**src/rtl/cla_pkg.sv**
```systemverilog
// Shared types and sizing helpers for the sequential carry-lookahead adder.
package cla_pkg;

    typedef enum logic [1:0] {
        ST_IDLE = 2'd0,
        ST_RUN  = 2'd1,
        ST_DONE = 2'd2
    } cla_state_t;

    localparam int CLA_SLICE_W = 2;

    function automatic int cla_steps(input int width);
        return width / CLA_SLICE_W;
    endfunction

    // Counter must be at least one bit even when a single step suffices.
    function automatic int cla_cnt_w(input int steps);
        return (steps <= 1) ? 1 : $clog2(steps);
    endfunction

endpackage

```
**src/rtl/cla2_slice.sv**
```systemverilog
// Combinational 2-bit propagate/generate lookahead slice; shared with the full-width adder tile.
module cla2_slice (
    input  logic [1:0] a,
    input  logic [1:0] b,
    input  logic       cin,
    output logic [1:0] s,
    output logic       cout
);

    logic [1:0] p_s;
    logic [1:0] g_s;
    logic       c1_s;

    // Lookahead carries and sum bits for one 2-bit slice.
    always_comb begin
        p_s  = a ^ b;
        g_s  = a & b;
        c1_s = g_s[0] | (p_s[0] & cin);
        cout = g_s[1] | (p_s[1] & c1_s);
        s    = p_s ^ {c1_s, cin};
    end

endmodule

```
**src/rtl/cla_seq_ctrl.sv**
```systemverilog
// Multi-cycle adder: steps one 2-bit CLA slice across the operands, LSB pair first,
// with valid/ready handshakes on both sides.
module cla_seq_ctrl
    import cla_pkg::*;
#(
    parameter int WIDTH = 8
) (
    input  logic             clk,
    input  logic             rst_n,
    input  logic             ena,
    input  logic             in_valid,
    output logic             in_ready,
    input  logic [WIDTH-1:0] a,
    input  logic [WIDTH-1:0] b,
    input  logic             cin,
    output logic             out_valid,
    input  logic             out_ready,
    output logic [WIDTH-1:0] sum,
    output logic             cout,
    output logic             busy
);

    localparam int STEPS = cla_steps(WIDTH);
    localparam int CNT_W = cla_cnt_w(STEPS);

    if ((WIDTH < 2) || ((WIDTH % 2) != 0)) begin : g_bad_width
        $error("cla_seq_ctrl: WIDTH must be even and >= 2");
    end

    cla_state_t       state_r, next_state_s;
    logic [WIDTH-1:0] a_sh_r, b_sh_r, sum_sh_r, sum_r;
    logic             c_r, cout_r, out_valid_r, busy_r;
    logic [CNT_W-1:0] step_r;
    logic             in_ready_s, accept_s, last_step_s;
    logic [1:0]       slice_s_s;
    logic             slice_co_s;
    logic [WIDTH+1:0] sum_cat_s;

    cla2_slice u_slice (
        .a    (a_sh_r[1:0]),
        .b    (b_sh_r[1:0]),
        .cin  (c_r),
        .s    (slice_s_s),
        .cout (slice_co_s)
    );

    assign last_step_s = (step_r == CNT_W'(STEPS - 1));
    assign accept_s    = in_ready_s & in_valid;
    // Concatenation keeps the shift-in expression legal even when WIDTH is 2.
    assign sum_cat_s   = {slice_s_s, sum_sh_r};

    // Next-state decode and the combinational in_ready.
    always_comb begin
        next_state_s = state_r;
        in_ready_s   = 1'b0;
        case (state_r)
            ST_IDLE: begin
                in_ready_s = ena;
                if (ena && in_valid) next_state_s = ST_RUN;
                else                 next_state_s = ST_IDLE;
            end
            ST_RUN: begin
                if (ena && last_step_s) next_state_s = ST_DONE;
                else                    next_state_s = ST_RUN;
            end
            ST_DONE: begin
                if (ena && out_ready) next_state_s = ST_IDLE;
                else                  next_state_s = ST_DONE;
            end
            default: next_state_s = ST_IDLE;
        endcase
    end

    // State register plus flop-driven status outputs derived from the next state.
    always_ff @(posedge clk or negedge rst_n) begin
        if (!rst_n) begin
            state_r     <= ST_IDLE;
            out_valid_r <= 1'b0;
            busy_r      <= 1'b0;
        end else begin
            state_r     <= next_state_s;
            out_valid_r <= (next_state_s == ST_DONE);
            busy_r      <= (next_state_s != ST_IDLE);
        end
    end

    // Operand/sum shift registers, carry feedback, step counter and result registers.
    always_ff @(posedge clk or negedge rst_n) begin
        if (!rst_n) begin
            a_sh_r   <= {WIDTH{1'b0}};
            b_sh_r   <= {WIDTH{1'b0}};
            sum_sh_r <= {WIDTH{1'b0}};
            sum_r    <= {WIDTH{1'b0}};
            c_r      <= 1'b0;
            cout_r   <= 1'b0;
            step_r   <= {CNT_W{1'b0}};
        end else if (accept_s) begin
            a_sh_r   <= a;
            b_sh_r   <= b;
            c_r      <= cin;
            step_r   <= {CNT_W{1'b0}};
            sum_sh_r <= {WIDTH{1'b0}};
        end else if (ena && (state_r == ST_RUN)) begin
            sum_sh_r <= sum_cat_s[WIDTH+1:2];
            a_sh_r   <= a_sh_r >> CLA_SLICE_W;
            b_sh_r   <= b_sh_r >> CLA_SLICE_W;
            c_r      <= slice_co_s;
            step_r   <= step_r + CNT_W'(1);
            if (last_step_s) begin
                sum_r  <= sum_cat_s[WIDTH+1:2];
                cout_r <= slice_co_s;
            end else begin
                sum_r  <= sum_r;
                cout_r <= cout_r;
            end
        end else begin
            sum_r  <= sum_r;
            cout_r <= cout_r;
        end
    end

    assign in_ready  = in_ready_s;
    assign out_valid = out_valid_r;
    assign busy      = busy_r;
    assign sum       = sum_r;
    assign cout      = cout_r;

endmodule
```
**config.mk**
```make
export PLATFORM = sky130hd
export DESIGN_NAME = cla_seq_ctrl
export DESIGN_NICKNAME = d
export VERILOG_FILES = /design/src/rtl/cla_pkg.sv /design/src/rtl/cla2_slice.sv /design/src/rtl/cla_seq_ctrl.sv
export SDC_FILE = /design/constraint.sdc
export NUM_CORES = 1
export LEC_CHECK = 0
export CORE_MARGIN = 2
export CORE_UTILIZATION = 50
export DETAILED_ROUTE_END_ITERATION = 7
export PLACE_DENSITY_LB_ADDON = 0.25
export SKIP_LAST_GASP = 1
export SYNTH_ARGS = -nofsm -noshare
export SYNTH_HDL_FRONTEND = slang
export SYNTH_HIERARCHICAL = 1
export SYNTH_SLANG_ARGS = --single-unit
```
**constraint.sdc**
```tcl
create_clock -name clk -period 2.4 [get_ports clk]
set_clock_uncertainty 0.05 [all_clocks]
set_input_delay 0.24 -clock clk [delete_from_list [all_inputs] [get_ports clk]]
set_output_delay 0.24 -clock clk [all_outputs]
set_load 0.005 [all_outputs]
```
Word level (Yosys, flattened, before mapping)
Cells that the tools add are included.
- reduce and logical (&&, ||, !) cells: 8
- shift operators: 0
- muxes and demuxes: 15
- multiply operators: 0
- div/mod/pow operators: 0
- equality and inequality tests: 4
- add/sub/neg operators: 1
- bitwise logic cells: 9
- $lt $le $gt $ge: 0
- operator list (kind ; number):
    8-bit 2-to-1 mux ; 6
    2-bit 2-to-1 mux ; 4
    2-bit equality test, second input constant ; 3
    2-bit one-hot mux with 3 select lines ; 1
    1-bit logical AND ; 4
    1-bit 2-to-1 mux ; 4
    2-bit nonzero test ; 2
    2-bit bitwise XOR ; 2
    1-bit bitwise AND ; 3
    3-bit AND reduction ; 1
    2-bit by 1-bit adder with 2-bit output, second input constant ; 1
    2-bit bitwise AND ; 1
    2-bit by 1-bit equality test with 1-bit output, second input constant ; 1
    2-bit logical NOT ; 1
    1-bit bitwise OR ; 2
    1-bit NOT ; 1
- bits in writable memories: 0
- bits in read-only memories: 0
- output and inout port bits: 12
- bits of input ports: 22
- bits in registers: 40
- memories: 0
- bits in latches: 0
- logic and storage cells: 47

Longest topological paths before layout
Gate-level depths: netlist of run 1.
- depth in word-level cells: 7
- depth in mapped cells: 6
- gate-level depth less buffers: 6

Cells and area by module
The synthesis of run 1 kept the hierarchy.
- modules (own cells, without submodules) (module ; sequential area each (um^2) ; instances ; cells each ; area an instance (um^2)):
    cla_seq_ctrl ; 950.9 ; 1 ; 130 ; 1572.8
    cla2_slice ; 0.0 ; 1 ; 10 ; 70.1

Worst setup path after synthesis of run 1
No wires, ideal clock.
- path kind: register to register
- start: register a_sh_r[0]
- end: register sum_r[7], in the netlist sum[7]
- clock period less this slack: 1.728 ns
- required time: 2.225 ns
- cell stages (with the launch flop): 6
- arrival: 1.553 ns
- setup time: 0.125 ns
- path buffers: 0
- path slack: 0.672 ns
- cell sequence: dfrtp_1 inv_1 fa_1 fa_1 inv_1 mux2_2
- word-level cells in the longest chain between the ends: 4
- elaborated cells between the ends (all ways): 5
- those cells by class: 5 x bitwise
- RTL lines (element ; RTL line ; text):
    start: declaration ; cla_seq_ctrl.sv:31 ; logic [WIDTH-1:0] a_sh_r, b_sh_r, sum_sh_r, sum_r;
    start signal: assignment ; cla_seq_ctrl.sv:90 ; a_sh_r <= {WIDTH{1'b0}};
    start signal: assignment ; cla_seq_ctrl.sv:105 ; a_sh_r <= a_sh_r >> CLA_SLICE_W;
    2-bit bitwise XOR ; cla2_slice.sv:16 ; p_s = a ^ b;
    1-bit bitwise AND ; cla2_slice.sv:18 ; c1_s = g_s[0] | (p_s[0] & cin);
    1-bit bitwise OR (*) ; cla2_slice.sv:18 ;
    2-bit bitwise XOR (*) ; cla2_slice.sv:20 ; s = p_s ^ {c1_s, cin};
    net slice_s_s[1] ; cla_seq_ctrl.sv:35 ; logic [1:0] slice_s_s;
    end signal: assignment ; cla_seq_ctrl.sv:93 ; sum_r <= {WIDTH{1'b0}};
    end signal: assignment ; cla_seq_ctrl.sv:110 ; sum_r <= sum_cat_s[WIDTH+1:2];
    end signal: assignment ; cla_seq_ctrl.sv:113 ; sum_r <= sum_r;
    end: declaration ; cla_seq_ctrl.sv:31 ;
The timed path passes the listed nets; every way through them passes the cells marked *.
A chain may end at the register's enable or synchronous reset.

Worst setup path in the final report of run 1
- start: input port ena
- end: output port in_ready
- word-level cells in the longest chain between the ends: 1
- RTL lines (element ; RTL line ; text):
    start: declaration ; cla_seq_ctrl.sv:10 ; input logic ena,
    1-bit 2-to-1 mux ; cla_seq_ctrl.sv:56 ; case (state_r)
    end: declaration ; cla_seq_ctrl.sv:12 ; output logic in_ready,
Every way passes these cells.

==> results.txt, run 1 <==
die footprint = 3760 µm²
root buffer cell = clkbuf_4
Total Power = 2.20 mW
relative slew slack = 45.9%
leading cell types by count after synthesis = dfrtp_1 (38), nand2_1 (14), a21oi_1 (13), a22o_1 (11), mux2_2 (9)
H-Tree Depth = 2
fraction of layout cells with a size suffix above 1 = 11.5%
Core ar. = 3080 µm²
pre-CTS setup slack = 446 ps
Synth top area share = 57.9%
Reg2Reg Setup Slack = 590 ps
fmax = 535 MHz
Mapped Nets = 165
cell count after synthesis = 140
Antenna Violating Nets Remaining = 0
# diodes = 0
Yosys cell types = 27
post-synthesis register bit count = 38
ranking of synthesized cells by area = dfrtp_1 (58%), mux2_2 (6.2%), a22o_1 (5.9%)
Iteration-0 DRC Markers = 18
Starting Density = 53.4%
TNS Setup = 0 ps
Syn Std Cell Area = 1640 µm²
vias in the first global route = 1127
Setup Buffers After CTS = 0
largest area contributor in the netlist = dfrtp_1
post-synthesis sequential area ratio = 57.9%
Gates resized, CTS repair = 0
I/O Pins = 34
Residual DRC = 0
DR WL/cell = 13.5 µm
peak supply drop = 606 µV
TritonCTS buffer count = 5
post-DP HPWL = 2100 µm
Slew Viols, Final = 0
final WL = 2950 µm
outcome = complete, no violations
Layout Cells excl Fill = 218
critical path class = primary input to output port
Layout Nets = 200
CTS sink count = 38
Worst-path clk slew = 100 ps
number of synthesized flops with an enable pin = 0
crit path max-delay cell type = clkdlybuf4s50_1
Post-Place Cells = 211
routability cong. = 0.732
Worst Setup End Kind = output port
max incr delay on CP = 590 ps
final setup vio count = 0
initial antenna violation count = 0
synthesized area per cell = 11.7 µm²
Final Cycle Share = 77.9%
Async SR Flop Fraction = 100%
pwr dens = 1080 nW/µm²
max-cap viol count = 0
predominant post-synthesis flop cell = dfrtp_1
DRT Pass-1 Iters = 6
top-count cell post-synth = dfrtp_1
RSZ-0062 raised after global routing = false
CTS Buffer Depth = 2
Leakage = 0.951 nW
vias = 1145
Die X = 61.3 µm
worst hold path type = primary input to register
Clk Latency, worst-skew pair = 330 ps
Vias per Instance = 5.25
first-pass GRT wire length = 5100 µm
synth warn = 6
post-route minimum period = 1870 ps
cell row count = 20
PnR worst setup slack = 531 ps
area grow syn2layout = 24.1%
CP most frequent cell = clkdlybuf4s50_1
slew at the pin with the worst max-slew slack = 812 ps
Worst Path Arrival = 1580 ps
CP Cell Sequence = clkdlybuf4s50_1 -> nor3b_1 -> clkdlybuf4s50_1
Overflow after GRT = 0
Critical Path Fanout Max = 9
Hold Fails Final Rpt = 0
die height = 61.3 µm
GRT Overall Usage = 18.6%
startpoint types = primary input
TritonCTS clock tree = done
largest net degree at the start of global routing = 39
Worst EP required = 2110 ps
Port Buffer Count = 33
## per-layer routing
layer / GRT usage [%] / up-vias / part of all wire [%]
met2: 32.8 / 33 / 50
met1: 22.6 / 550 / 44
met3: 3.78 / 3 / 5.4
met4: 6.52 / 0 / 0.64
met5: 0 / - / 0
li1: - / 559 / -
## worst paths after layout
check	startpoint	end	cells past startpoint
worst max-delay path	ena	in_ready	3
max in group asynchronous	rst_n	a_sh_r[6]$_DFFE_PN0P_	2
min in group asynchronous	rst_n	sum[0]$_DFFE_PN0P_	2
worst max register to register	a_sh_r[0]$_DFFE_PN0P_	sum[7]$_DFFE_PN0P_	5
worst min-delay path	a[5]	a_sh_r[5]$_DFFE_PN0P_	3
worst min register to register	sum[1]$_DFFE_PN0P_	sum[1]$_DFFE_PN0P_	1
## area by class of cell
class	count	area (µm²)
tap	44	55.1
inverter	8	30.0
multi-input combinational	86	601
sequential	38	951
timing repair buffer	36	350
fill	255	1040
clock buffer	6	51.3
## power by group
| group | internal, mW | switching (mW) | total [mW] |
|---|---|---|---|
| logic | 0.443 | 0.376 | 0.819 |
| registers | 0.903 | 0.162 | 1.07 |
| clock network | 0.132 | 0.185 | 0.317 |
| total | 1.48 | 0.723 | 2.20 |
## cell usage in the layout (no fill, tap or decap), types with 2 or more instances in the layout
master	instances
dfrtp_1	38
clkdlybuf4s50_1	32
nand2_1	14
a21oi_1	13
a22o_1	11
mux2_2	9
nand3_1	8
inv_1	8
nor2_1	7
a22oi_1	7
clkbuf_4	5
o21ai_0	2
buf_4	2
fa_1	2
## registers in the layout, summed over array words and instances (netlist names)
name / flops
sum: 8
busy: 1
c_r: 1
step_r: 2
sum_sh_r: 6
cout: 1
a_sh_r: 8
state_r: 2
b_sh_r: 8
out_valid: 1
## per-stage QoR
step	hold slack [ps]	cell area, µm²	util, %
3_5_place_dp	333	1980	64.2
6_report	425	2040	66.2
5_1_grt	416	2040	66.2
4_1_cts	418	2040	66.2
2_1_floorplan	-106	1640	-
3_3_place_gp	320	1980	64.2
## critical path: cells and delay by family
| kind | cells | cell delay [ps] |
|---|---|---|
| buf+inv | 2 | 1120 |
| simple gates | 1 | 210 |
## cells by family (layout without fill, tap and decap cells)
kind of cell | after synthesis | count (layout) | share of synthesized area, %
multiplexers | 9 | 9 | 6.17
flip-flops | 38 | 38 | 57.9
adder cells (fa/ha/maj) | 3 | 3 | 3.20
AND/OR/NAND/NOR | 39 | 39 | 12.8
AO/OA/AOI/OAI | 35 | 35 | 14.4
buffers and inverters | 16 | 50 | 5.56
## what timing repair did
item	in CTS	in global routing
hold buffers	1	0
endpoints found under the setup margin	0	0
endpoints found under the hold margin	38	0
Power figures use the tool's default switching activity.
==> run 2, diff against run 1 <==
- CORE_UTILIZATION: 50 -> 45
- clock period: 2.4 -> 1.53 ns (I/O delays scaled with it)
==> results.txt, run 2 (synthesis results as in run 1) <==
cell count along the critical path = 5 (+2)
RSZ-0062 raised after global routing = true
slew at the pin with the worst max-slew slack = 478 ps (-333 ps)
pre-CTS setup slack = -195 ps (-641 ps)
Overflow after GRT = 0 (unchanged)
startpoint types = register
TritonCTS buffer count = 5 (unchanged)
Layout fillers = 282 (+11%)
worst hold path type = primary input to async pin
most common cell after layout, fill and taps aside = dfrtp_1
# diodes = 0 (unchanged)
CTS sink count = 38 (unchanged)
Worst-path clk slew = 110 ps (about the same)
die footprint = 4150 µm² (+10%)
fraction of layout cells with a size suffix above 1 = 21.0% (+9.5 points)
crit path max-delay cell type = fa_1
commonest cells after routing, fill and taps aside = dfrtp_1 (36), clkdlybuf4s50_1 (32), nand2_1 (14), a21oi_1 (13), a22o_1 (11)
worst reg-to-reg path cell count = 5 (unchanged)
critical path class = register to register
relative slew slack = 68.1% (+22 points)
Hold Fails Final Rpt = 0 (unchanged)
CP bufs+invs = 2 (unchanged)
Core ar. = 3420 µm² (+11%)
Die X = 64.4 µm (+5.1%)
initial antenna violation count = 0 (unchanged)
first-pass GRT wire length = 5420 µm (+6.4%)
outcome = finished with violations
Layout Cells excl Fill = 232 (+6.4%)
Worst EP required = 1720 ps (-390 ps)
post-DP HPWL = 2290 µm (+9.3%)
DR WL/cell = 13.5 µm (-0.23%)
Clk Latency, worst-skew pair = 350 ps (+20 ps)
die height = 64.4 µm (+5.1%)
Leakage = 1.03 nW (+8.2%)
max-cap viol count = 0 (unchanged)
I/O Pins = 34 (unchanged)
PnR worst setup slack = -224 ps (-755 ps)
vias = 1202 (+5.0%)
Worst Path Arrival = 1950 ps (+370 ps)
largest net degree at the start of global routing = 39 (unchanged)
Post-Place Cells = 223 (+5.7%)
DRT Pass-1 Iters = 4 (-2)
final WL = 3130 µm (+6.2%)
Layout Nets = 211 (+5.5%)
area grow syn2layout = 34.0%
Residual DRC = 0 (unchanged)
failing checks = negative setup slack
Antenna Violating Nets Remaining = 0 (unchanged)
Critical Path Fanout Max = 2 (-7)
TritonCTS clock tree = done
Final Cycle Share = 115%
peak supply drop = 839 µV (+39%)
cell row count = 21 (+5.0%)
post-route minimum period = 1750 ps
Vias per Instance = 5.18 (-1.4%)
Port Buffer Count = 33 (unchanged)
crit-path leading delay family = adder cells
CP Cell Sequence = inv_2 -> fa_2 -> fa_1 -> inv_2 -> mux2_2
CTS Buffer Depth = 2 (unchanged)
vias in the first global route = 1213 (+7.6%)
fmax = 570 MHz
post-layout util = 64.4% (-1.8 points)
Worst Setup End Kind = register
Slew Viols, Final = 0 (unchanged)
max incr delay on CP = 500 ps (-90 ps)
root buffer cell = clkbuf_4
pwr dens = 1740 nW/µm² (+61%)
Iteration-0 DRC Markers = 46 (+28)
GRT Overall Usage = 17.5% (-1.1 points)
final setup vio count = 3 (+3)
routability cong. = 0.846 (+16%)
H-Tree Depth = 2 (unchanged)
CP most frequent cell = inv_2
Starting Density = 48.1% (-5.3 points)
hold_ws = 317 ps (-108 ps)
[run 2: cell types whose count changed in the layout (fill, tap and decap cells not counted)]
| cell | change |
|---|---|
| dfrtp_1 | -2 |
| nor3b_1 | -1 |
| nor3b_2 | +1 |
| fa_2 | +1 |
| buf_12 | +3 |
| bufinv_16 | +1 |
| buf_4 | +8 |
| dfrtp_2 | +2 |
| inv_2 | +3 |
| fa_1 | -1 |
| inv_1 | -3 |
[run 2: area by class of cell]
cell class	instances	area, µm²	area share (%)
sequential	38	953	43.3
tap	46	57.6	2.62
multi-input combinational	86	608	27.6
clock buffer	6	51.3	2.33
inverter	8	30.0	1.36
timing repair buffer	47	470	21.4
clock inverter	1	30.0	1.36
[run 2: power by group]
part	switching (mW)	total, mW	leakage (nW)	internal [mW]
clock network	0.313	0.693	0.0443	0.380
registers	0.243	1.66	0.485	1.42
logic	0.646	1.48	0.500	0.836
total	1.20	3.84	1.03	2.64
[run 2: timing repair]
| action | 4_1_cts | 5_1_grt |
|---|---|---|
| hold buffers | 1 | 0 |
| pin swaps | 0 | 2 |
| endpoints found under the setup margin | 3 | 5 |
| gates cloned | 0 | 0 |
| hold endpoints to repair | 38 | 0 |
| setup buffers | 1 | 0 |
| resized for setup | 2 | 3 |
[run 2: worst min-delay path: stages]
cell	delay, ps
dlygate4sd3_1	520
buf_2	100
buf_4	400
[run 2: metal layers]
metal	share of wire [%]	vias up	global-route usage (%)
met1	42	587	20.0
met4	1.7	0	6.38
met3	4.6	6	6.25
met2	51	26	30.1
met5	0	-	0
li1	-	583	-
[run 2: per-stage QoR]
step | power [mW] | TNS [ps] | instance area, µm²
3_5_place_dp | 3.14 | -2880 | 2090
3_3_place_gp | 3.06 | -2320 | 2090
6_report | 3.84 | -549 | 2200
2_1_floorplan | 2.51 | -257 | 1650
5_1_grt | 4.14 | -803 | 2200
4_1_cts | 3.86 | -603 | 2200
[run 2: worst paths after layout]
kind	startpoint	endpoint	slack [ps]
max	a_sh_r[0]$_DFFE_PN0P_	sum[7]$_DFFE_PN0P_	-220
min	rst_n	sum[0]$_DFFE_PN0P_	320
max reg2reg	a_sh_r[0]$_DFFE_PN0P_	sum[7]$_DFFE_PN0P_	-220
min reg2reg	step_r[0]$_DFFE_PN0P_	step_r[0]$_DFFE_PN0P_	450
max in group asynchronous	rst_n	state_r[1]$_DFF_PN0_	760
min in group clk	a[5]	a_sh_r[5]$_DFFE_PN0P_	320
